--- src/rtl/mdu_controller.sv ---
// rtl/mdu_controller.sv - multi-cycle multiply/divide unit with HI/LO registers and pipeline stall control
module mdu_controller (
   input  logic        Clk,
   input  logic        Rst,
   input  logic        Start,
   input  logic [1:0]  Op,
   input  logic [31:0] OperandA,
   input  logic [31:0] OperandB,
   input  logic        HiLoRead,
   output logic        Busy,
   output logic        Stall,
   output logic        Done,
   output logic        HiLoWrite,
   output logic        DivByZero,
   output logic [31:0] HiOut,
   output logic [31:0] LoOut
);

   typedef enum logic [2:0] {IDLE, MUL, DIV, FIX, DONE} state_t;

   state_t      state;
   state_t      nextState;
   logic [4:0]  counter;
   logic        mulSigned;
   logic        divZero;
   logic        negQuo;
   logic        negRem;
   logic [31:0] mulA;
   logic [31:0] mulB;
   logic [31:0] quo;
   logic [31:0] rem;
   logic [31:0] divisor;

   // Op[0]=0 selects the signed flavour of both MULT and DIV
   logic        startSigned;
   logic [31:0] absA;
   logic [31:0] absB;
   assign startSigned = ~Op[0];
   assign absA = (startSigned && OperandA[31]) ? (32'd0 - OperandA) : OperandA;
   assign absB = (startSigned && OperandB[31]) ? (32'd0 - OperandB) : OperandB;

   // Sign/zero-extend to 64 bits so one unsigned multiplier yields both signed and unsigned products
   logic [63:0] mulAExt;
   logic [63:0] mulBExt;
   logic [63:0] product;
   assign mulAExt = {{32{mulSigned & mulA[31]}}, mulA};
   assign mulBExt = {{32{mulSigned & mulB[31]}}, mulB};
   assign product = mulAExt * mulBExt;

   // Restoring division trial subtract: shifted partial remainder minus divisor magnitude
   logic [32:0] trial;
   assign trial = {rem, quo[31]} - {1'b0, divisor};

   assign Busy      = (state != IDLE);
   assign Done      = (state == DONE);
   assign DivByZero = Done & divZero;
   assign HiLoWrite = Done & ~divZero;
   assign Stall     = (HiLoRead && (state == MUL || state == DIV || state == FIX))
                    | (Start && state != IDLE);

   // State register
   always_ff @(posedge Clk) begin
      if (Rst) state <= IDLE;
      else     state <= nextState;
   end

   // Next-state logic
   always_comb begin
      nextState = state;
      case (state)
         IDLE: begin
            if (Start) begin
               if (!Op[1])              nextState = MUL;
               else if (OperandB != 0)  nextState = DIV;
               else                     nextState = DONE;
            end
         end
         MUL:     if (counter == 5'd0) nextState = DONE;
         DIV:     if (counter == 5'd0) nextState = FIX;
         FIX:     nextState = DONE;
         DONE:    nextState = IDLE;
         default: nextState = IDLE;
      endcase
   end

   // Operand latching, iteration counter, division steps and HI/LO writeback
   always_ff @(posedge Clk) begin
      if (Rst) begin
         counter   <= 5'd0;
         mulSigned <= 1'b0;
         divZero   <= 1'b0;
         negQuo    <= 1'b0;
         negRem    <= 1'b0;
         mulA      <= 32'd0;
         mulB      <= 32'd0;
         quo       <= 32'd0;
         rem       <= 32'd0;
         divisor   <= 32'd0;
         HiOut     <= 32'd0;
         LoOut     <= 32'd0;
      end else begin
         case (state)
            IDLE: begin
               if (Start) begin
                  counter   <= Op[1] ? 5'd31 : 5'd3;
                  mulSigned <= startSigned;
                  divZero   <= Op[1] && (OperandB == 32'd0);
                  negQuo    <= startSigned & (OperandA[31] ^ OperandB[31]);
                  negRem    <= startSigned & OperandA[31];
                  mulA      <= OperandA;
                  mulB      <= OperandB;
                  quo       <= absA;
                  rem       <= 32'd0;
                  divisor   <= absB;
               end
            end
            MUL: begin
               if (counter == 5'd0) begin
                  HiOut <= product[63:32];
                  LoOut <= product[31:0];
               end else begin
                  counter <= counter - 5'd1;
               end
            end
            DIV: begin
               if (counter != 5'd0) counter <= counter - 5'd1;
               if (!trial[32]) begin
                  rem <= trial[31:0];
                  quo <= {quo[30:0], 1'b1};
               end else begin
                  rem <= {rem[30:0], quo[31]};
                  quo <= {quo[30:0], 1'b0};
               end
            end
            FIX: begin
               HiOut <= negRem ? (32'd0 - rem) : rem;
               LoOut <= negQuo ? (32'd0 - quo) : quo;
            end
            default: ;
         endcase
      end
   end

endmodule

--- config.mk ---
export PLATFORM = sky130hd
export DESIGN_NAME = mdu_controller
export DESIGN_NICKNAME = d
export VERILOG_FILES = /design/src/rtl/mdu_controller.sv
export SDC_FILE = /design/constraint.sdc
export NUM_CORES = 2
export LEC_CHECK = 0
export CAP_MARGIN = 5
export CORE_AREA = 5 5 299 301
export CTS_BUF_LIST = sky130_fd_sc_hd__clkbuf_16
export CTS_CLUSTER_DIAMETER = 150
export DETAILED_ROUTE_END_ITERATION = 8
export DIE_AREA = 0 0 304 306
export PLACE_DENSITY_LB_ADDON = 0.08
export SYNTH_ARGS = -nofsm -noshare
export SYNTH_HDL_FRONTEND = slang
export SYNTH_SLANG_ARGS = --single-unit
--- constraint.sdc ---
create_clock -name Clk -period 9 [get_ports Clk]
set_input_delay 1.35 -clock Clk [delete_from_list [all_inputs] [get_ports Clk]]
set_output_delay 1.35 -clock Clk [all_outputs]
set_load 0.02 [all_outputs]
Word-level counts from Yosys, hierarchy flattened
Index checks and enable logic that the tools add are counted.

Output and inout port bits: 69. Input bits: 70. Register bits: 236. Word-level logic and storage cells: 85.

Mux-type cells: 25. $mul: 1. Equality and inequality tests: 9. Reduce and logical (&&, ||, !) cells: 21. Bitwise gates (word level): 10. Add/sub/neg operators: 6.

Operators by type and width (count): $mux 32 (9); $pmux 32 s2 (4); $sub 1x32->32 const A (4); $mul 33x33->64 (1); $sub 33x32->33 (1); $logic_not 32->1 (1); $reduce_bool 32->1 (1); $mux 5 (4); $mux 3 (5); $pmux 5 s3 (1); $pmux 3 s4 (1); $and 1x1->1 (6); $eq 3x2->1 const B (2); $ne 2x1->1 const B (3); $reduce_and 2->1 (3); $reduce_bool 3->1 (2); $logic_and 1x1->1 (5); $logic_not 5->1 (1); $reduce_bool 5->1 (1); $sub 5x1->5 const B (1); $ne 2x2->1 const B (2); $reduce_and 4->1 (1); $reduce_bool 2->1 (2); $eq 3x1->1 const B (1); 8 further kinds (10).

Longest topological paths before layout
Depth in word-level cells: 5. Mapped depth: 31. Gate-level depth less buffers: 28.

Worst setup path before layout
OpenSTA, ideal clock, no wires.

Path kind: register to register. Start: register mulA[31]. End: register HiOut[26]. Arrival: 8.153 ns. Path buffers: 3. Path slack: 0.752 ns. Cell stages (with the launch flop): 32. Setup time: 0.095 ns. Data required time: 8.905 ns. Clock period less this slack: 8.248 ns. Path through: dfxtp_1 clkbuf_1 and2_1 clkbuf_1 nand2_1 inv_1 fa_1 inv_1 fa_1 inv_1 fa_1 fa_1 inv_1 fa_1 inv_1 fa_1 inv_1 fa_1 fa_1 inv_1 ha_1 clkbuf_1 nand2_1 nor3_1 inv_1 a211oi_1 a221oi_1 o211ai_1 a21oi_1 nor3_1 mux2i_1 a221oi_1.

Cells in the longest elaborated chain, start to end: 4.

Ends and longest elaborated chain: start, declared (line 28) `logic [31:0] mulA;`; start signal, assigned (line 110) `mulA <= OperandA;`; $and 1x1->1 (line 46) `assign mulAExt = {{32{mulSigned & mulA[31]}}, mulA};`; $mul 33x33->64 (*) (line 48) `assign product = mulAExt * mulBExt;`; $mux 32 (*) (line 118) `if (counter == 5'd0) begin`; $pmux 32 s2 (*) (line 102) `case (state)`; end signal, assigned (line 119) `HiOut <= product[63:32];`; end signal, assigned (line 136) `HiOut <= negRem ? (32'd0 - rem) : rem;`; end, declared (line 15) `output logic [31:0] HiOut,`.

Every way passes the cells marked *; elsewhere a longest branch is shown, timed or not. The select of a mux whose other input is x is not followed. A chain may end at the register's enable or synchronous reset.

Worst setup path in the final report
Start: register mulA[19]. End: register HiOut[30].

Cells in the longest elaborated chain, start to end: 3.

Ends and longest elaborated chain (line): $mul 33x33->64 (48); $mux 32 (118); $pmux 32 s2 (102).

No other way between the ends. The select of a mux whose other input is x is not followed.

==> impl_metrics.json <==
{
  "synthToLayoutAreaGrowth_pct": 7.23,
  "switching_share": 0.488,
  "worst_hold_startpoint": "mulB[29]$_SDFFE_PP0P_",
  "detailed_place_hpwl_um": 122000,
  "max_freq_mhz": 115,
  "netlist_instances": 5940,
  "synth_nets": 7386,
  "slew_headroom": 0.217,
  "cp_slowest_stage_delay_ns": 0.79,
  "cts.sink_count": 235,
  "power_frac_seq": 0.227,
  "synth_top_area_share": 0.439,
  "synth_seq_area_share": 0.0917,
  "net-switching-power_w": 0.00300,
  "setup.reg_to_reg.worst_slack_ns": 0.34,
  "grt_util_all_layers": 0.322,
  "floorplan_die_width_um": 304,
  "cts-root-to-sink-buffers": 3,
  "syn-mean-instance-area_um2": 8.64,
  "port_buffers": 138,
  "commonest_cells_after_routing_fill_and_taps_aside": "1,185 x sky130_fd_sc_hd__inv_1, 1,126 x sky130_fd_sc_hd__fa_1, 1,048 x sky130_fd_sc_hd__nand2_1, 351 x sky130_fd_sc_hd__and2_1, 250 x sky130_fd_sc_hd__ha_1",
  "pin_count_of_the_biggest_net_entering_global_routing": 90,
  "number_of_flops_mapped_to_enable_cells_by_yosys": 0,
  "cap_violations": 0,
  "finalCriticalPeriod_ns": 8.66,
  "synth_area_leader_cell": "sky130_fd_sc_hd__fa_1",
  "regToRegStartpoint": "mulA[19]$_SDFFE_PP0P_",
  "tritoncts": "done",
  "rows": 108,
  "core_um2": 86300,
  "grt_overflow": 0,
  "worst_setup_path_end_kind": "register",
  "cellInternalPower_w": 0.00315,
  "post_synth_num_cell_types": 82,
  "path_buf_inv": 7,
  "hold_viol": 0,
  "timing.hold.worst.class": "register to register",
  "most_common_cell_after_layout_fill_and_taps_aside": "sky130_fd_sc_hd__inv_1",
  "first_global_vias": 42900,
  "fin_crit_sh": 0.963,
  "initial_antenna_violation_count": 2,
  "cts_inserted_buffers": 28,
  "cp.required_ns": 9.45,
  "worst_hold_path.endpoint": "mulB[29]$_SDFFE_PP0P_",
  "final.setup_skew_ns": 0.0189,
  "worst_setup_path_start_kind": "register",
  "crit_top_cell": "sky130_fd_sc_hd__fa_1",
  "p_leak_nw": 25.8,
  "cts_hold_buf": 0,
  "run_status": "finished clean",
  "ant_nets": 0,
  "seq_cells_post_synth": 235,
  "drt_iter0_drc": 3065,
  "criticalPathCategory": "register to register",
  "critical-path-slowest-cell": "sky130_fd_sc_hd__dfxtp_1",
  "synthTopCellsByArea": "sky130_fd_sc_hd__fa_1 44%, sky130_fd_sc_hd__dfxtp_1 9.2%, sky130_fd_sc_hd__inv_1 8.7%",
  "critPathMaxFanout": 21,
  "drt_first_pass_iters": 5,
  "clockRootBuffer": "sky130_fd_sc_hd__clkbuf_16",
  "wl_per_cell_um": 20.9,
  "power_density_nw_per_um2": 112,
  "worst_pin_slew_ns": 1.17,
  "vias_per_cell": 5.69,
  "worstHoldPathCells": 2,
  "power_w": 0.00615,
  "pin_count": 139,
  "asyncSetResetFlopFracSynth": 0,
  "r2r-end": "HiOut[30]$_SDFFE_PP0P_",
  "fin_ws_ns": 0.335,
  "totalWireLength_um": 148000,
  "die_height_um": 306,
  "nNetsFinal": 7357,
  "cts_htree_levels": 1,
  "layout-drive-gt1-share": 0.0420,
  "clk_network_pwr_share": 0.180,
  "finalSetupViolCount": 0,
  "total_die_area_um2": 93000,
  "detail_route.drc_violations": 0,
  "crit_arrival_ns": 9.11,
  "gp_routability_congestion": 0.960,
  "clk_latency_ns": 0.57,
  "synthesis.area_um2": 51300,
  "dr_total_vias": 40300,
  "detailedPlace.worstSlack_ns": 0.275,
  "pwr-share-comb": 0.593,
  "floorplan.initialDensity": 0.594,
  "peakVddDrop_v": 0.000141,
  "grt_pass1_wl_um": 238000,
  "reg2reg_depth": 27,
  "critical_path.top_delay_family": "adder cells",
  "synth-main-ff-cell": "sky130_fd_sc_hd__dfxtp_1",
  "yosysWarnings": 0,
  "clkTransAtPathRegs_ns": 0.07,
  "report.final.slew_viol_count": 0
}
cells by family (layout without fill, tap and decap cells):
logic type | after synthesis | after routing | share of synthesized area
XOR/XNOR | 207 | 207 | 0.0357
AND/OR/NAND/NOR | 1861 | 1861 | 0.166
adder cells (fa/ha/maj) | 1376 | 1376 | 0.500
buffers and inverters | 1532 | 1522 | 0.112
multiplexers | 34 | 34 | 0.00666
other | 0 | 1 | 0
AO/OA/AOI/OAI | 695 | 695 | 0.0875
flip-flops | 235 | 235 | 0.0917
Yosys cell counts (all sizes together) (9+ instances only):
master  instances
a211oi         67
a21o           42
a21oi         225
a221oi         19
a22oi          25
a311oi         36
a31oi          17
and2          354
and3           35
buf             9
clkbuf        339
dfxtp         235
fa           1126
ha            250
inv          1184
mux2i          33
nand2        1051
nand2b         20
nand3          32
nand4          18
nor2          199
nor2b          15
nor3           48
nor4           19
o211ai         13
o21a           12
o21ai         131
o21bai         17
o31ai          30
o41ai          14
or2            17
or3            26
or4            16
xnor2         125
xor2           82
final cells by class:
| type | count | area (um^2) |
|---|---|---|
| Clock buffer | 29 | 726 |
| Sequential cell | 235 | 4710 |
| Antenna cell | 1 | 2.50 |
| Inverter | 1184 | 4450 |
| Multi-Input combinational cell | 4173 | 40900 |
| Fill cell | 7552 | 31300 |
| Tap cell | 1155 | 1450 |
| Timing Repair Buffer | 289 | 2680 |
| Clock inverter | 20 | 129 |
state kept, by name (all words and copies together) (netlist names):
name	flops
divZero	1
mulSigned	1
HiOut	32
rem	32
negRem	1
mulA	32
counter	5
negQuo	1
divisor	31
LoOut	32
mulB	32
quo	32
state	3
through the flow:
step                utilization  instances  TNS [ns]  cell area (um^2)  hold slack [ns]
floorplan                     -       5940         0             51300            0.432
global placement          0.627       7034         0             54100            0.441
detailed placement        0.627       7034         0             54100            0.454
CTS                       0.637       7083         0             55000            0.463
global route              0.637       7085   -0.0121             55000            0.504
finish                    0.637       7086         0             55000            0.461
layer usage:
metal / GRT usage / vias up / wire, um
met5: 0 / - / 10
met4: 0.156 / 2 / 9170
met3: 0.0368 / 397 / 7970
met2: 0.576 / 1337 / 76100
met1: 0.391 / 20700 / 54700
li1: - / 17900 / -
power by group through the flow:
stage	registers (W)	clock network [W]	logic [W]
2_1_floorplan	0.00131	0	0.00242
3_3_place_gp	0.00141	0	0.00358
3_5_place_dp	0.00141	0	0.00363
4_1_cts	0.00139	0.00112	0.00365
5_1_grt	0.00141	0.00116	0.00404
6_report	0.00140	0.00111	0.00365
worst max path at each step:
stage,depth (start not counted),end,slack [ns],startpoint
6_report,27,HiOut[30]$_SDFFE_PP0P_,0.34,mulA[19]$_SDFFE_PP0P_
5_1_grt,29,HiOut[30]$_SDFFE_PP0P_,-0.01,mulA[31]$_SDFFE_PP0P_
4_1_cts,28,HiOut[30]$_SDFFE_PP0P_,0.23,mulB[2]$_SDFFE_PP0P_
3_5_place_dp,28,HiOut[30]$_SDFFE_PP0P_,0.27,mulB[1]$_SDFFE_PP0P_
3_3_place_gp,26,HiOut[29]$_SDFFE_PP0P_,0.34,mulA[16]$_SDFFE_PP0P_
2_1_floorplan,31,HiOut[26]$_SDFFE_PP0P_,0.75,mulA[31]$_SDFFE_PP0P_
tightest hold or removal path, delay by kind of cell, from the launching register on:
kind	cells	cell delay, ns
DFF	1	0.31
and+or+nand+nor	1	0.05
AOI/OAI and AO/OA	1	0.05
what timing repair did:
action	in CTS	in global routing
buffers inserted	0	2
setup endpoints to repair	0	17
resized for setup	0	10
(Power assumes the default switching activity.)
